## src/rtl/rv32i_packet_queue_pkg.sv

```systemverilog
// Shared RV32I pipeline packet types: the packet carried between stages,
// its width, and the bubble value consumers substitute when a stage is empty.
package rv32i_packet;

  typedef enum logic [6:0] {
    op_lui   = 7'b0110111,
    op_auipc = 7'b0010111,
    op_jal   = 7'b1101111,
    op_jalr  = 7'b1100111,
    op_br    = 7'b1100011,
    op_load  = 7'b0000011,
    op_store = 7'b0100011,
    op_imm   = 7'b0010011,
    op_reg   = 7'b0110011
  } rv32i_opcode_t;

  typedef struct packed {
    logic [6:0]    funct7;
    logic [4:0]    rs2;
    logic [4:0]    rs1;
    logic [2:0]    funct3;
    logic [4:0]    rd;
    rv32i_opcode_t opcode;
  } rv32i_inst_t;

  typedef struct packed {
    logic [31:0] pc;
    rv32i_inst_t inst;
  } rv32i_packet_t;

  localparam int PACKET_W = $bits(rv32i_packet_t);

  // addi x0, x0, 0 at pc 0: the canonical bubble
  localparam rv32i_packet_t PACKET_NOP = '{
    pc:   32'h0,
    inst: '{funct7: 7'h0, rs2: 5'h0, rs1: 5'h0, funct3: 3'h0, rd: 5'h0, opcode: op_imm}
  };

endpackage

```

## src/rtl/rv32i_packet_queue.sv

```systemverilog
// Flushable valid/ready circular-buffer queue between pipeline stages, with
// optional zero-latency fall-through when empty.
module rv32i_packet_queue
  import rv32i_packet::*;
#(
  parameter int WIDTH       = PACKET_W,
  parameter int DEPTH       = 2,
  parameter bit FALLTHROUGH = 1'b0
) (
  input  logic                       clk,
  input  logic                       rst,
  input  logic                       flush,
  input  logic                       in_valid,
  output logic                       in_ready,
  input  logic [WIDTH-1:0]           in_packet,
  output logic                       out_valid,
  input  logic                       out_ready,
  output logic [WIDTH-1:0]           out_packet,
  output logic [$clog2(DEPTH+1)-1:0] count
);

  localparam int PTR_W = (DEPTH > 1) ? $clog2(DEPTH) : 1;
  localparam int CNT_W = $clog2(DEPTH + 1);
  localparam logic [CNT_W-1:0] FULL_CNT = CNT_W'(DEPTH);
  localparam logic [PTR_W-1:0] LAST_PTR = PTR_W'(DEPTH - 1);

  // Handshake: a transfer happens on a rising edge where valid && ready;
  // in_ready depends on stored state only, never on out_ready.
  logic [WIDTH-1:0] mem_q [DEPTH];
  logic [PTR_W-1:0] rd_ptr_q, rd_ptr_d;
  logic [PTR_W-1:0] wr_ptr_q, wr_ptr_d;
  logic [CNT_W-1:0] count_q, count_d;
  logic             empty, bypass, push, pop;

  function automatic logic [PTR_W-1:0] next_ptr(input logic [PTR_W-1:0] p);
    return (p == LAST_PTR) ? '0 : p + PTR_W'(1);
  endfunction

  always_comb begin
    empty    = (count_q == '0);
    bypass   = FALLTHROUGH && empty;
    in_ready = (count_q != FULL_CNT);
    if (bypass) begin
      out_valid  = in_valid && !flush;
      out_packet = in_packet;
    end else begin
      out_valid  = !empty && !(FALLTHROUGH && flush);
      out_packet = mem_q[rd_ptr_q];
    end
    // A bypassed entry taken by the consumer is never stored.
    push = in_valid && in_ready && !(bypass && out_ready);
    pop  = !bypass && !empty && out_ready;
  end

  always_comb begin
    rd_ptr_d = pop  ? next_ptr(rd_ptr_q) : rd_ptr_q;
    wr_ptr_d = push ? next_ptr(wr_ptr_q) : wr_ptr_q;
    case ({push, pop})
      2'b10:   count_d = count_q + CNT_W'(1);
      2'b01:   count_d = count_q - CNT_W'(1);
      default: count_d = count_q;
    endcase
  end

  always_ff @(posedge clk) begin
    if (rst || flush) begin
      rd_ptr_q <= '0;
      wr_ptr_q <= '0;
      count_q  <= '0;
    end else begin
      rd_ptr_q <= rd_ptr_d;
      wr_ptr_q <= wr_ptr_d;
      count_q  <= count_d;
    end
  end

  always_ff @(posedge clk) begin
    if (push && !flush && !rst) begin
      mem_q[wr_ptr_q] <= in_packet;
    end
  end

  assign count = count_q;

endmodule

```

## config.mk

```make
export PLATFORM = sky130hd
export DESIGN_NAME = rv32i_packet_queue
export DESIGN_NICKNAME = d
export VERILOG_FILES = /design/src/rtl/rv32i_packet_queue_pkg.sv /design/src/rtl/rv32i_packet_queue.sv
export SDC_FILE = /design/constraint.sdc
export NUM_CORES = 1
export LEC_CHECK = 0
export BUFFER_PORTS_ARGS = -buffer_cell sky130_fd_sc_hd__buf_2
export CAP_MARGIN = 20
export CORE_MARGIN = 2
export CORE_UTILIZATION = 26
export CTS_BUF_LIST = sky130_fd_sc_hd__clkbuf_16
export DETAILED_ROUTE_END_ITERATION = 10
export HOLD_SLACK_MARGIN = 0.03
export SETUP_SLACK_MARGIN = 0.3
export SLEW_MARGIN = 5
export SYNTH_ARGS = -nofsm -noshare
export SYNTH_HDL_FRONTEND = slang
export SYNTH_SLANG_ARGS = --single-unit
```

## constraint.sdc

```tcl
create_clock -name clk -period 9.5 [get_ports clk]
set_input_delay 1.9 -clock clk [delete_from_list [all_inputs] [get_ports clk]]
set_output_delay 1.9 -clock clk [all_outputs]
set_load 0.02 [all_outputs]
```

==> metrics <==
Die H=140 um; setup TNS=0 ps; Inserted Clock Buffers=17; # rows=49; I/O Buffers=136; Rel. slew slack=57.3%; TritonCTS clock tree=built; Hold Vio Cnt, Final=0; proportion of synthesized chip area in sequential cells=81.6%; register bit total from synthesis=133; Pwr Total=1510 uW; Slew Limit Fails=0; DR WL/cell=14.8 um; # setup viols final=0; routability cong.=0.696; Buf+Inv Stages, Crit Path=2; hold slack=552 ps; number of global-route vias before repair=2786; Syn. warnings=0; length of the first detailed-routing pass in iterations=4; critical path fanouts, max=39; Seq. cell area=3950 sq um; leading area contributor after synthesis=edfxtp_1; antenna cells=0; PwrDens=231 nW/um^2; wirelength, routed=9200 um; Max Cap Viol=0; Design Area, Final=6520 sq um; Die Area=19700 sq um; # resized after CTS=0; syn_nets=296; commonest non-fill, non-tap cell in the layout=buf_2; area used by multi-input combinational logic=855 sq um; Worst-Margin Slew=641 ps; Setup Crit Path Kind=flop to output pin; Post-Synthesis Cells=226; Crit-path slowest cell=dfxtp_2; RSZ-0062 raised after global routing=false; leakage power=0.00238 uW; most frequent cells in the layout=buf_2 (136), edfxtp_1 (128), mux2_2 (64); Layout area overhead=34.9%; pin count of the biggest net entering global routing=40; Worst path max stage delay=740 ps; vias per cell=4.08; H-tree Lvls=4; Critical Path RT=7600 ps; Via Count=2532; Synth top area share=79.6%; GR Overflow Total=0; Routed Antenna Nets=0; Cell Chain, Critical Path=buf_4 -> mux2_2 -> buf_2; buffer depth of the longest clock path=2; top cells by area, synth=edfxtp_1 (80%), mux2_2 (15%), dfxtp_1 (2.1%), buf_2 (0.73%), xnor2_1 (0.36%); Final Non-Filler Cells=620; FMAX=237 MHz; HPWL after DPL=6030 um; share of cells above drive strength 1=61.4%; # fillers=1701; root buffer cell=clkbuf_16; first-pass GRT wire length=14400 um; I/O Pins=137; initial drt markers=103; crit path capture type=output pin; Synth Area per Inst=21.4 sq um; min Tclk post-route=4220 ps; Distinct cells, synth=20; Core ar.=18100 sq um; DP Area=5810 sq um; worst skew pair latency=400 ps; clock skew=4.96 ps; clock slew at reported path FFs=60 ps; Mapped Area=4830 sq um; Initial Util=26.7%; initial antenna violation count=0; placed cells=588; Startpoint Class=flop; hold buffers post-CTS=0; Die W=140 um; worst path arrival time=2320 ps; maximum VDD drop=0.113 mV; Top delay family on crit path=buffers and inverters; Final #Nets=448; result of the run=finished clean; Final Cycle Share=44.5%; HP Class=flop to flop; clk sinks=133; gr usage total=9.73%; # Post-CTS Setup Buffers=0; drt drc=0
power by group:
part,switching (uW),internal (uW)
clock,235,543
sequential,3.80,656
combinational,40.2,29.8
total,279,1230
path summary, 6_finish.rpt:
kind             from             end  slack (ps)  depth (start not counted)
max reg2reg  count[0]    mem_q[0][32]        7780                          4
min          rd_ptr_q        rd_ptr_q         550                          2
min reg2reg  rd_ptr_q        rd_ptr_q         550                          2
max              flop  out_packet[21]        5280                          3
worst min-delay path, delay by kind of cell (launching register included):
kind          cells  cell delay, ps
xor+xnor          1             100
flops             1             330
simple gates      1              90
through the flow:
step / setup WS [ps] / utilization (%)
floorplan: 2180 / -
global route: 5070 / 36.0
finish: 5280 / 36.0
CTS: 5210 / 36.0
detailed placement: 5650 / 32.1
global placement: 5670 / 32.1
area by class of cell:
cell class / instances / share of cell area, %
Multi-Input combinational cell: 84 / 13.1
Sequential cell: 133 / 60.6
Clock inverter: 15 / 4.32
Timing Repair Buffer: 141 / 11.0
Inverter: 1 / 0.0576
Clock buffer: 17 / 6.53
Tap cell: 229 / 4.40
synth_stat cells:
cell type	count
xnor2_1	2
nor2_1	3
buf_2	7
o21a_1	1
nand2b_1	1
edfxtp_1	128
ha_1	1
or3_1	1
or2_2	2
mux2_2	64
nor3_1	2
nand2_1	1
dfxtp_1	5
a21o_1	1
nand3_1	1
clkbuf_1	1
xor2_1	1
a21oi_1	2
o21ai_0	1
inv_1	1
flip-flops by register name, indices dropped and copies added, names as in the netlist, named ones only:
signal	flops
mem_q	128
count	2
rd_ptr_q	1
wr_ptr_q	1
per-layer routing:
| metal | wire length [um] | vias to the layer above | track usage, % |
|---|---|---|---|
| met5 | 0 | - | 0 |
| met4 | 133 | 0 | 4.31 |
| met3 | 627 | 8 | 4.07 |
| met2 | 4270 | 90 | 14.9 |
| met1 | 4170 | 1239 | 12.1 |
| li1 | - | 1195 | - |
cell families (layout without fill, tap and decap cells):
family | after synthesis | in the layout | synth area share [%]
buffers and inverters | 9 | 174 | 0.880
XOR/XNOR | 3 | 3 | 0.544
AND/OR/NAND/NOR | 11 | 11 | 1.14
flip-flops | 133 | 133 | 81.6
multiplexers | 64 | 64 | 14.9
adder cells (fa/ha/maj) | 1 | 1 | 0.259
AO/OA/AOI/OAI | 5 | 5 | 0.622
(Power assumes the default switching activity.)
